$ cat src/rtl/mem_array_arbiter.sv
// 16x8 register array with a single access port shared by requesters A and B
// through round-robin req/gnt arbitration, plus a zero-fill clear sequencer.
module mem_array_arbiter #(
  parameter int DATA_W = 8,
  parameter int DEPTH  = 16,
  parameter int ADDR_W = 4
) (
  input  logic              clk,
  input  logic              rst,
  input  logic              a_req,
  input  logic              a_we,
  input  logic [ADDR_W-1:0] a_addr,
  input  logic [DATA_W-1:0] a_wdata,
  output logic              a_gnt,
  output logic [DATA_W-1:0] a_rdata,
  output logic              a_rvalid,
  input  logic              b_req,
  input  logic              b_we,
  input  logic [ADDR_W-1:0] b_addr,
  input  logic [DATA_W-1:0] b_wdata,
  output logic              b_gnt,
  output logic [DATA_W-1:0] b_rdata,
  output logic              b_rvalid,
  input  logic              clr_start,
  output logic              busy,
  output logic              clr_done,
  output logic              dbg_state
);

  // Handshake: a transfer happens at the rising edge where req && gnt; gnt is
  // combinational, a requester holds req (and its we/addr/wdata) until granted.
  typedef enum logic {S_IDLE = 1'b0, S_CLEAR = 1'b1} state_t;

  state_t            r_state;
  state_t            w_state_nxt;
  logic [ADDR_W-1:0] r_clr_cnt;
  logic              r_last_b;
  logic              r_clr_done;
  logic [DATA_W-1:0] r_a_rdata;
  logic [DATA_W-1:0] r_b_rdata;
  logic              r_a_rvalid;
  logic              r_b_rvalid;
  logic [DATA_W-1:0] r_mem [DEPTH];

  logic              w_a_gnt;
  logic              w_b_gnt;
  logic              w_mem_we;
  logic [ADDR_W-1:0] w_mem_addr;
  logic [DATA_W-1:0] w_mem_wdata;

  always_comb begin
    w_state_nxt = r_state;
    w_a_gnt     = 1'b0;
    w_b_gnt     = 1'b0;
    case (r_state)
      S_IDLE: begin
        // Clear outranks pending requests; they simply keep waiting.
        if (clr_start) begin
          w_state_nxt = S_CLEAR;
        end else if (a_req && (!b_req || r_last_b)) begin
          w_a_gnt = 1'b1;
        end else if (b_req) begin
          w_b_gnt = 1'b1;
        end
      end
      S_CLEAR: begin
        if (r_clr_cnt == ADDR_W'(DEPTH - 1)) begin
          w_state_nxt = S_IDLE;
        end
      end
      default: w_state_nxt = S_IDLE;
    endcase
    // Grants are held off while reset is asserted so no write can slip in.
    if (rst) begin
      w_a_gnt = 1'b0;
      w_b_gnt = 1'b0;
    end
  end

  always_comb begin
    w_mem_we    = 1'b0;
    w_mem_addr  = a_addr;
    w_mem_wdata = a_wdata;
    if (r_state == S_CLEAR && !rst) begin
      w_mem_we    = 1'b1;
      w_mem_addr  = r_clr_cnt;
      w_mem_wdata = '0;
    end else if (w_a_gnt) begin
      w_mem_we    = a_we;
    end else if (w_b_gnt) begin
      w_mem_we    = b_we;
      w_mem_addr  = b_addr;
      w_mem_wdata = b_wdata;
    end
  end

  always_ff @(posedge clk or posedge rst) begin
    if (rst) begin
      r_state    <= S_IDLE;
      r_clr_cnt  <= '0;
      r_last_b   <= 1'b1;
      r_clr_done <= 1'b0;
      r_a_rdata  <= '0;
      r_b_rdata  <= '0;
      r_a_rvalid <= 1'b0;
      r_b_rvalid <= 1'b0;
    end else begin
      r_state    <= w_state_nxt;
      r_clr_cnt  <= (r_state == S_CLEAR) ? r_clr_cnt + ADDR_W'(1) : '0;
      r_clr_done <= (r_state == S_CLEAR) && (w_state_nxt == S_IDLE);
      if (w_a_gnt || w_b_gnt) begin
        r_last_b <= w_b_gnt;
      end
      r_a_rvalid <= w_a_gnt && !a_we;
      r_b_rvalid <= w_b_gnt && !b_we;
      if (w_a_gnt && !a_we) begin
        r_a_rdata <= r_mem[a_addr];
      end
      if (w_b_gnt && !b_we) begin
        r_b_rdata <= r_mem[b_addr];
      end
    end
  end

  // Array contents are deliberately not reset.
  always_ff @(posedge clk) begin
    if (w_mem_we) begin
      r_mem[w_mem_addr] <= w_mem_wdata;
    end
  end

  assign a_gnt     = w_a_gnt;
  assign b_gnt     = w_b_gnt;
  assign a_rdata   = r_a_rdata;
  assign b_rdata   = r_b_rdata;
  assign a_rvalid  = r_a_rvalid;
  assign b_rvalid  = r_b_rvalid;
  assign busy      = (r_state == S_CLEAR);
  assign clr_done  = r_clr_done;
  assign dbg_state = r_state;

endmodule

$ cat config.mk
export PLATFORM = sky130hd
export DESIGN_NAME = mem_array_arbiter
export DESIGN_NICKNAME = d
export VERILOG_FILES = /design/src/rtl/mem_array_arbiter.sv
export SDC_FILE = /design/constraint.sdc
export NUM_CORES = 1
export LEC_CHECK = 0
export CAP_MARGIN = 10
export CORE_MARGIN = 2
export CORE_UTILIZATION = 27
export DETAILED_ROUTE_END_ITERATION = 16
export PLACE_DENSITY = 0.45
export SKIP_CTS_REPAIR_TIMING = 1
export SLEW_MARGIN = 0
export SYNTH_ARGS = -nofsm -noshare
export SYNTH_HDL_FRONTEND = slang
export SYNTH_SLANG_ARGS = --single-unit
$ cat constraint.sdc
create_clock -name clk -period 3 [get_ports clk]
set_input_delay 0.9 -clock clk [delete_from_list [all_inputs] [get_ports clk]]
set_output_delay 0.9 -clock clk [all_outputs]
set_load 0.02 [all_outputs]
# Yosys cells after proc, flatten, opt, wreduce, memory -nomap -nowiden
# Memory sizes are Yosys's and may differ from the RTL's. A register that Yosys moved wholly into a read port is not among the register bits.
# Cells that the tools add are included.
[totals] mem_count=1 input_bits=31 reg_bits=9 mem_bits_rw=128 output_inout_bits=23 wordCells=46
[op_classes] eq_ne=1 muxes=24 n_bitwise=2 n_addsub=1 reduce_logical=11
[mem_list] name="r_mem" words=16 word_bits=8 read_ports=2 rd_ports_with_merged_regs=2 wr=1 line="43" text="logic [DATA_W-1:0] r_mem [DEPTH];"
[op_table] op="8-bit 2-to-1 mux" count=3
[op_table] op="1-bit 2-to-1 mux" count=16
[op_table] op="4-bit 2-to-1 mux" count=4
[op_table] op="1-bit logical AND" count=5
[op_table] op="4-bit by 1-bit adder with 4-bit output (second input constant)" count=1
[op_table] op="4-bit == test (second input constant)" count=1
[op_table] op="1-bit zero test" count=4
[op_table] op="1-bit logical OR" count=2
[op_table] op="1-bit inverter" count=2
[op_table] op="1-bit case mux with 2 select lines" count=1

# Logic depth before layout (Yosys ltp)
[depth] depth_word=12 ltp_mapped=9 depth_no_buf=7

# Least setup slack after synthesis
# OpenSTA, ideal clock, no wires.
[synth_timing] path_type="input -> output" start="input b_req" end="output b_gnt" n_path_buf=1 arrival_time_ns=1.831 setup_slack_ns=0.269 path_stages=4 t_required_ns=2.100 path_cell_list="a21boi_0 nand2_2 inv_1 buf_2"
[synth_between] elab_chain_cells=7 elab_cells_between_ends=8
[synth_rtl] element="start: declaration" line="17" text="input logic b_req,"
[synth_rtl] element="1-bit zero test" line="60" text="end else if (a_req && (!b_req || r_last_b)) begin"
[synth_rtl] element="1-bit logical OR" line="60"
[synth_rtl] element="1-bit logical AND" line="60"
[synth_rtl] element="1-bit 2-to-1 mux (*)" line="60"
[synth_rtl] element="1-bit 2-to-1 mux (*)" line="58" text="if (clr_start) begin"
[synth_rtl] element="1-bit 2-to-1 mux (*)" line="55" text="case (r_state)"
[synth_rtl] element="1-bit 2-to-1 mux (*)" line="74" text="if (rst) begin"
[synth_rtl] element="end: declaration" line="21" text="output logic b_gnt,"
# Mark *: on every way between the ends. The rest lies on a longest branch, timed or not.

# Worst setup path in the final report
# Ends and elaborated chain as after synthesis.

==> metrics <==
outcome=completed; fin crit period=2.92 ns; Worst Tran Pin Value=0.460 ns; CP Launch Point=b_req; worst r2r src=busy$_DFF_PP0_; Yosys reg bits=153; Worst Hold Class=flop to flop; asr flop ratio synth=16.3%; Vias=4,321; Hold Vio Cnt, Final=0; via/cell ratio=4.91; CTS H-tree depth=4; Cells after DPL=847; nature of the critical path startpoint=input port; post-synth net total=445; Ys Warns=0; vias in the first global route=4,519; CTS root buffer=clkbuf_16; GRT Total Usage=15.3%; Worst Path Arrival=2.02 ns; CP required=2.10 ns; Area contributors post-synth=edfxtp_1 (54%), mux4_2 (20%), dfrtp_1 (8.5%); Design Area, Final=9190 sq um; clock slew at reported path FFs=0.07 ns; share of the synthesized area in the top cell type=54.1%; final setup violation count=0; deepest clock path buffer count=2; Power Total=6.42 mW; fin. max-slew vios=0; final wirelength=20,400 microns; Layout Cells excl Fill=880; EDFF count, synth=128; Register Area=4470 sq um; global-route wire length before repair=30,500 microns; number of diodes=0; Worst Skew=0.00761 ns; clk sinks=153; FILL cells=2,411; RePlAce Congestion=0.797; starting density of the core=27.4%; share of post-route cells with drive strength above 1=33.8%; Core Util, Final=35.5%; CORE AREA=25,900 sq um; largest net degree at the start of global routing=26; P&R area growth vs syn=29.4%; Top Ports=54; CP Class=input port to output port; hold_sp=b_rdata[3]$_DFFE_PP0P_; Mapped Cells=413; CTS tree=done; minimum hold slack=0.487 ns; Die Y=166 microns; area of the multi-input gates=2480 sq um; leakage power=3.31 nW; Final #Nets=564; Synth top cells by count=edfxtp_1 (128), mux4_2 (64), nand2_1 (41), mux2i_1 (30), dfrtp_1 (24); initial DRC count=373; syn avg cell area=17.2 sq um; fmax=343 MHz; post-DP HPWL=14,600 microns; most numerous cell in the Yosys netlist=edfxtp_1; RSZ-0062 raised after global routing=no; power per cell area=698 nW/um^2; relative slew slack=69.0%; DRC=0; max cap viols=0; area leader, netlist=edfxtp_1; Yosys cell types=38; GR Overflow Total=0; Seq/Total Area, Yosys=62.9%; Initial DRT Pass Iterations=4; DP Area=8560 sq um; worst skew pair latency=0.42 ns; Mapped Area=7100 sq um; Primary FF master, synth=edfxtp_1; WL/cell=23.2 microns; row count=59; CP Capture Type=output port; antenna-violating nets left=0; worst vdd ir=0.413 mV; die area=27,600 sq um; IO buf count=53; period utilisation layout=97.3%; TritonCTS Buffers=17; Die W=166 microns; initial antenna violation count=0; crit-path max FO=2
[sequential cells by signal, indices dropped and copies added, names as in the netlist]
| name | flops |
|---|---|
| a_rdata | 8 |
| b_rvalid | 1 |
| busy | 1 |
| r_clr_cnt | 4 |
| r_last_b | 1 |
| r_mem | 128 |
| clr_done | 1 |
| b_rdata | 8 |
| a_rvalid | 1 |
[stage by stage]
step                setup slack (ns)  TNS (ns)
global route                0.000551         0
detailed placement            -0.481    -38.65
global placement              -0.429    -30.30
floorplan                      0.269         0
CTS                           -0.510    -0.889
finish                        0.0810         0
[layer usage]
layer / global-route usage, % / wire, microns
met4: 5.18 / 403
met2: 24.3 / 9880
met3: 2.84 / 1080
met5: 0 / 0
met1: 21.1 / 9050
[power breakdown]
| part | internal [mW] | leakage [nW] | switching, mW |
|---|---|---|---|
| clock | 1.34 | 0.302 | 0.931 |
| combinational | 0.638 | 1.50 | 0.720 |
| sequential | 2.63 | 1.50 | 0.153 |
| total | 4.61 | 3.31 | 1.80 |
[critical path: stages]
cell             delay (ns)
clkdlybuf4s50_1        0.48
a21boi_2               0.18
buf_4                  0.13
nand2_2                0.05
inv_1                  0.09
clkbuf_2               0.18
[cell type report]
type / count / area share (%)
Clock buffer: 17 / 4.63
Clock inverter: 15 / 2.23
Inverter: 5 / 0.204
Tap cell: 335 / 4.56
Sequential cell: 153 / 48.6
Timing Repair Buffer: 128 / 12.8
Multi-Input combinational cell: 227 / 27.0
[cells in the final DEF, fill, tap and decap left out, types with 6 or more instances in the layout]
master / n
edfxtp_1: 128
buf_4: 67
mux4_2: 64
clkdlybuf4s50_1: 49
nand2_1: 41
mux2i_1: 30
dfrtp_1: 24
nor2_1: 21
clkbuf_16: 17
o221ai_1: 14
nand3_1: 9
a21oi_1: 9
buf_12: 8
o21ai_0: 7
inv_6: 6
[kinds of logic (layout without fill, tap and decap cells)]
group	after synthesis	after routing	share of synthesized area, %
flops	153	153	62.9
compound gates	39	39	3.86
xor+xnor	2	2	0.247
fa+ha+maj	1	1	0.176
buf+inv	33	165	2.20
mux	96	96	24.8
simple gates	89	89	5.74
[path summary, 6_finish.rpt]
check | slack, ns | cells past startpoint | endpoint
worst max-delay path | 0.08 | 6 | b_gnt
worst max register to register | 0.65 | 9 | r_mem[13][6]$_DFFE_PP_
worst min-delay path | 0.49 | 2 | b_rdata[3]$_DFFE_PP0P_
min in group asynchronous | 1.11 | 4 | clr_done$_DFF_PP0_
max in group asynchronous | 1.59 | 4 | r_last_b$_DFFE_PP1P_
worst min register to register | 0.49 | 2 | b_rdata[3]$_DFFE_PP0P_
Note: power is estimated with default switching activity, not from simulation.
